===== src/rtl/tmds_word_aligner_if.sv =====
// Bus bundle for one TMDS word aligner channel: raw deserialized word in,
// aligned word plus token/lock status out.
interface tmds_word_aligner_if;
  logic [9:0] i_data;
  logic [9:0] o_data;
  logic       o_ctrl;
  logic [1:0] o_ctrl_code;
  logic       o_locked;
  logic [3:0] o_offset;

  modport master (
    output i_data,
    input  o_data,
    input  o_ctrl,
    input  o_ctrl_code,
    input  o_locked,
    input  o_offset
  );

  modport slave (
    input  i_data,
    output o_data,
    output o_ctrl,
    output o_ctrl_code,
    output o_locked,
    output o_offset
  );
endinterface


===== src/rtl/tmds_word_aligner.sv =====
// TMDS word aligner: slides a 10-bit window over two consecutive deserialized words, hunts for
// the bit offset at which control tokens appear, and emits aligned words once locked.
module tmds_word_aligner #(
  parameter int unsigned SEARCH_WINDOW = 2048,
  parameter int unsigned TOKEN_COUNT   = 8,
  parameter int unsigned LOSS_WINDOW   = 4096
) (
  input logic               i_clk,
  input logic               i_rst_n,
  tmds_word_aligner_if.slave bus
);

  localparam int unsigned WinW  = (SEARCH_WINDOW > 1) ? $clog2(SEARCH_WINDOW) : 1;
  localparam int unsigned RunW  = (TOKEN_COUNT > 1) ? $clog2(TOKEN_COUNT) : 1;
  localparam int unsigned LossW = (LOSS_WINDOW > 1) ? $clog2(LOSS_WINDOW) : 1;

  localparam logic [WinW-1:0]  WinLast  = WinW'(SEARCH_WINDOW - 1);
  localparam logic [RunW-1:0]  RunLast  = RunW'(TOKEN_COUNT - 1);
  localparam logic [LossW-1:0] LossLast = LossW'(LOSS_WINDOW - 1);

  typedef enum logic [1:0] {StSearch, StConfirm, StLocked} state_e;

  state_e            r_state, w_state_nxt;
  logic [9:0]        r_word;
  logic [3:0]        r_offset, w_offset_nxt;
  logic [WinW-1:0]   r_win_cnt, w_win_cnt_nxt;
  logic [RunW-1:0]   r_run_cnt, w_run_cnt_nxt;
  logic [LossW-1:0]  r_loss_cnt, w_loss_cnt_nxt;
  logic [9:0]        r_data;
  logic              r_ctrl;
  logic [1:0]        r_ctrl_code;

  logic [19:0]       w_window;
  logic [9:0]        w_slice;
  logic              w_match;
  logic [1:0]        w_code;
  logic [3:0]        w_offset_adv;

  // Older word in the low half so bit k of the window is the k-th serial bit.
  assign w_window     = {bus.i_data, r_word};
  assign w_slice      = 10'(w_window >> r_offset);
  assign w_offset_adv = (r_offset == 4'd9) ? 4'd0 : r_offset + 4'd1;

  // Decode the four TMDS control tokens on the current slice.
  always_comb begin
    w_match = 1'b1;
    w_code  = 2'b00;
    case (w_slice)
      10'b1101010100: w_code = 2'b00;
      10'b0010101011: w_code = 2'b01;
      10'b0101010100: w_code = 2'b10;
      10'b1010101011: w_code = 2'b11;
      default:        w_match = 1'b0;
    endcase
  end

  // Alignment FSM next state; counters are cleared on every state change.
  always_comb begin
    w_state_nxt    = r_state;
    w_offset_nxt   = r_offset;
    w_win_cnt_nxt  = r_win_cnt;
    w_run_cnt_nxt  = r_run_cnt;
    w_loss_cnt_nxt = r_loss_cnt;
    case (r_state)
      StSearch: begin
        if (w_match) begin
          w_state_nxt   = StConfirm;
          w_win_cnt_nxt = '0;
          w_run_cnt_nxt = RunW'(1);
        end else if (r_win_cnt == WinLast) begin
          w_offset_nxt  = w_offset_adv;
          w_win_cnt_nxt = '0;
        end else begin
          w_win_cnt_nxt = r_win_cnt + 1'b1;
        end
      end
      StConfirm: begin
        if (w_match) begin
          if (r_run_cnt == RunLast) begin
            w_state_nxt    = StLocked;
            w_run_cnt_nxt  = '0;
            w_loss_cnt_nxt = '0;
          end else begin
            w_run_cnt_nxt = r_run_cnt + 1'b1;
          end
        end else begin
          // Abandon this offset so a lone false match cannot trap the search.
          w_state_nxt   = StSearch;
          w_offset_nxt  = w_offset_adv;
          w_run_cnt_nxt = '0;
          w_win_cnt_nxt = '0;
        end
      end
      StLocked: begin
        if (w_match) begin
          w_loss_cnt_nxt = '0;
        end else if (r_loss_cnt == LossLast) begin
          // Offset is kept so the search restarts from the last good position.
          w_state_nxt    = StSearch;
          w_loss_cnt_nxt = '0;
          w_win_cnt_nxt  = '0;
        end else begin
          w_loss_cnt_nxt = r_loss_cnt + 1'b1;
        end
      end
      default: begin
        w_state_nxt    = StSearch;
        w_win_cnt_nxt  = '0;
        w_run_cnt_nxt  = '0;
        w_loss_cnt_nxt = '0;
      end
    endcase
  end

  // State, counters, word history and registered outputs.
  always_ff @(posedge i_clk or negedge i_rst_n) begin
    if (!i_rst_n) begin
      r_state     <= StSearch;
      r_word      <= '0;
      r_offset    <= '0;
      r_win_cnt   <= '0;
      r_run_cnt   <= '0;
      r_loss_cnt  <= '0;
      r_data      <= '0;
      r_ctrl      <= 1'b0;
      r_ctrl_code <= 2'b00;
    end else begin
      r_state     <= w_state_nxt;
      r_word      <= bus.i_data;
      r_offset    <= w_offset_nxt;
      r_win_cnt   <= w_win_cnt_nxt;
      r_run_cnt   <= w_run_cnt_nxt;
      r_loss_cnt  <= w_loss_cnt_nxt;
      r_data      <= w_slice;
      r_ctrl      <= w_match;
      r_ctrl_code <= w_code;
    end
  end

  assign bus.o_data      = r_data;
  assign bus.o_ctrl      = r_ctrl;
  assign bus.o_ctrl_code = r_ctrl_code;
  assign bus.o_locked    = (r_state == StLocked);
  assign bus.o_offset    = r_offset;

endmodule


===== src/flat_wrapper.sv =====
// flat-port wrapper written by rule: the top's interface ports become plain ports
module tmds_word_aligner_flat 
#(
  parameter int unsigned SEARCH_WINDOW = 2048,
  parameter int unsigned TOKEN_COUNT   = 8,
  parameter int unsigned LOSS_WINDOW   = 4096
)
  (i_clk, i_rst_n, bus_i_data, bus_o_data, bus_o_ctrl, bus_o_ctrl_code, bus_o_locked, bus_o_offset);
  tmds_word_aligner_if bus_i ();
  input logic i_clk;
  input logic i_rst_n;
  input wire logic [$bits(bus_i.i_data)-1:0] bus_i_data;
  output wire logic [$bits(bus_i.o_data)-1:0] bus_o_data;
  output wire logic [$bits(bus_i.o_ctrl)-1:0] bus_o_ctrl;
  output wire logic [$bits(bus_i.o_ctrl_code)-1:0] bus_o_ctrl_code;
  output wire logic [$bits(bus_i.o_locked)-1:0] bus_o_locked;
  output wire logic [$bits(bus_i.o_offset)-1:0] bus_o_offset;
  assign bus_i.i_data = bus_i_data;
  assign bus_o_data = bus_i.o_data;
  assign bus_o_ctrl = bus_i.o_ctrl;
  assign bus_o_ctrl_code = bus_i.o_ctrl_code;
  assign bus_o_locked = bus_i.o_locked;
  assign bus_o_offset = bus_i.o_offset;
  tmds_word_aligner #(.SEARCH_WINDOW(SEARCH_WINDOW), .TOKEN_COUNT(TOKEN_COUNT), .LOSS_WINDOW(LOSS_WINDOW)) u_core (.i_clk(i_clk), .i_rst_n(i_rst_n), .bus(bus_i));
endmodule

===== config.mk =====
export PLATFORM = sky130hd
export DESIGN_NAME = tmds_word_aligner_flat
export DESIGN_NICKNAME = d
export VERILOG_FILES = /design/src/rtl/tmds_word_aligner_if.sv /design/src/rtl/tmds_word_aligner.sv /design/src/flat_wrapper.sv
export SDC_FILE = /design/constraint.sdc
export NUM_CORES = 1
export LEC_CHECK = 0
export CAP_MARGIN = 20
export CORE_MARGIN = 2
export CORE_UTILIZATION = 58
export DETAILED_ROUTE_END_ITERATION = 6
export PLACE_DENSITY_LB_ADDON = 0.08
export SLEW_MARGIN = 25
export SYNTH_ARGS = -nofsm -noshare
export SYNTH_HDL_FRONTEND = slang
export SYNTH_SLANG_ARGS = --single-unit

===== constraint.sdc =====
create_clock -name i_clk -period 4.3 [get_ports i_clk]
set_clock_uncertainty 0.05 [all_clocks]
set_input_delay 0.43 -clock i_clk [delete_from_list [all_inputs] [get_ports i_clk]]
set_output_delay 0.43 -clock i_clk [all_outputs]
set_load 0.01 [all_outputs]

==> flow_summary.ini <==
[clocking]
cts_buffer_depth = 2
cts_tree = built
clk_pin_slew_ns = 0.11
ctsRootBufferMaster = clkbuf_8
ctsResizeCount = 0
cts_sinks = 55
htreeDepth = 2
cts_hold_buf = 0
cts_buffers = 5
post_cts_buffers = 0
clk_latency_ns = 0.31

[logic_synthesis]
syn_nets = 311
syn_area_sq_um = 3240
synth_async_sr_flop_share = 1.00
synthTopCellsByArea = dfrtp_1 (43%), mux4_2 (10%), mux2_2 (5.2%)
syn_inst = 295
yosysWarnings = 0
ys_top_cells_by_count = dfrtp_1 (55), nand2_1 (19), and3_1 (16), mux2_2 (15), mux4_2 (15)
synth-edff-count = 0
yosys.area.top_type_share = 0.425
avgSynthCellArea_sq_um = 11.0
synth_top_cell_by_area = dfrtp_1
ys_seq_area_frac = 0.425
ys_seq_elements = 55
synth_most_common_cell = dfrtp_1
yosysUniqueCellTypes = 53
synth-main-ff-cell = dfrtp_1

[setup_path]
crit_type = reg2reg
endpoint_kind = flop
cp-start-kind = flop
required_ns = 4.50
crit_start = u_core.bus.o_offset[3]$_DFFE_PN0P_
critical_path_arrival_ns = 4.20
crit_fanout = 15
reg2reg_from = u_core.bus.o_offset[3]$_DFFE_PN0P_

[detailed_routing]
ant_nets = 0
drc = 0
drt_wl_total_microns = 6740
wl_per_cell_microns = 17.0
first_pass_iters = 4
drtIter0Drc = 139
viasPerCell = 6.28
vias = 2486

[pwr]
p_int_mw = 0.747
total_power_mw = 1.02
p_clk_frac = 0.294
switching_share = 0.268
power_density_nw_per_um2 = 275
combPwrFrac = 0.119
ir_drop_v = 0.000215
p_leak_nw = 1.53
seqPwrFrac = 0.587
switching_power_mw = 0.273

[die]
pin_count = 30
die_h_microns = 78.7
die_area_sq_um = 6200
initial_core_util = 0.595
die_w_microns = 78.7
num_rows = 27
core_area_sq_um = 5440

[placement]
dp.cells = 388
port_buffers = 29
gp_congestion = 0.877
hpwlAfterDp_microns = 4770
placed_cell_area_sq_um = 3600

[layout]
multiInputGateArea_sq_um = 1750
finalNonFillerCells = 396
final_nets = 339
antenna_cells = 0
seq_area_sq_um = 1380
design_area_sq_um = 3710
nFillCells = 428
synthToLayoutAreaGrowth_pct = 14.5
drive_above_1_share = 0.173

[global_routing]
grt_start_max_net_pins = 56
antenna_found_initial = 0
overflow = 0
grt_pass1_vias = 2364
grt_use_total = 0.236
grt_pass1_wl_microns = 11600

[worst_hold_path]
holdCritPathClass = in2async

[timing]
clock.fmax_mhz = 250
fin_setup_tns_ns = 0
setup_violations = 0
hold_viol = 0
final_max_slew_viol_count = 0
whs_ns = 0.186
min_period_over_period = 0.931
min_period_ns = 4.00
rsz0062_at_grt = false
timing.slew.headroom = 0.509
tightest_slew_ns = 0.731

[run_status]
status = finished, final reports clean

[flow_run]
maxCapViolations = 0
-- critical path, cell delays in order, from the launching register on --
cell and delay [ns]:
dfrtp_1 0.81, mux4_2 0.59, mux2_2 0.30, mux2_2 0.29, or4b_1 0.53, or3_1 0.42, buf_4 0.18, a21oi_4 0.27
a21o_1 0.31, a221o_1 0.19
-- state kept, by name (all words and copies together) (netlist names) --
name                    flops
u_core.bus.o_ctrl           1
u_core.bus.o_ctrl_code      2
u_core.bus.o_offset         4
u_core.r_win_cnt           11
u_core.r_loss_cnt          12
u_core.r_word              10
u_core.bus.o_data          10
u_core.r_state              2
u_core.r_run_cnt            3
-- power by group through the flow --
stage | combinational (mW) | clock, mW | sequential [mW]
finish | 0.121 | 0.300 | 0.599
global route | 0.136 | 0.329 | 0.605
CTS | 0.122 | 0.311 | 0.598
detailed placement | 0.121 | 0 | 0.608
global placement | 0.117 | 0 | 0.605
floorplan | 0.0698 | 0 | 0.599
-- metal layers --
| layer | GRT usage | share of wire | vias up |
|---|---|---|---|
| li1 | - | - | 1184 |
| met1 | 0.340 | 0.47 | 1239 |
| met2 | 0.379 | 0.48 | 57 |
| met3 | 0.0375 | 0.038 | 6 |
| met4 | 0.0596 | 0.0096 | 0 |
| met5 | 0 | 0 | - |
-- stage by stage --
stage / worst slack, ns / utilization
after CTS: 0.216 / 0.680
after global routing: 0.0838 / 0.682
after detailed placement: 0.229 / 0.663
after floorplan: 0.839 / -
after global placement: 0.277 / 0.663
final: 0.295 / 0.682
-- final cells by class --
type | instances | area share
Multi-Input combinational cell | 215 | 0.473
Timing Repair Buffer | 40 | 0.0992
Tap cell | 72 | 0.0243
Clock inverter | 3 | 0.00742
Clock buffer | 5 | 0.0186
Sequential cell | 55 | 0.371
Inverter | 6 | 0.00641
-- worst paths after layout --
kind	endpoint	cells after the start	slack, ns
min in group i_clk	u_core.r_loss_cnt[8]$_DFFE_PN0P_	1	0.44
max in group asynchronous	u_core.bus.o_offset[1]$_DFFE_PN0P_	2	3.54
worst max register to register	u_core.r_win_cnt[7]$_DFFE_PN0P_	9	0.30
worst max-delay path	u_core.r_win_cnt[7]$_DFFE_PN0P_	9	0.30
worst min-delay path	u_core.r_word[8]$_DFF_PN0_	2	0.19
worst min register to register	u_core.r_loss_cnt[8]$_DFFE_PN0P_	1	0.44
-- cells by family (layout without fill, tap and decap cells) --
family	after synthesis	in the layout	synth area share
flops	55	55	0.425
compound gates	64	64	0.137
fa+ha+maj	4	4	0.0155
simple gates	101	101	0.179
buf+inv	25	54	0.0379
xor+xnor	2	2	0.00541
mux	44	44	0.201
-- placed cells by master (no fill, tap or decap), drive strengths merged, types with 10 or more instances in the layout --
master and instances:
clkdlybuf4s50 28, mux2 17, and3 16, mux4 15
buf 12, dfrtp 55, o21ai 10, a21oi 15
nand2 19, nor2 11, mux2i 12
Note: power is estimated with default switching activity, not from simulation.
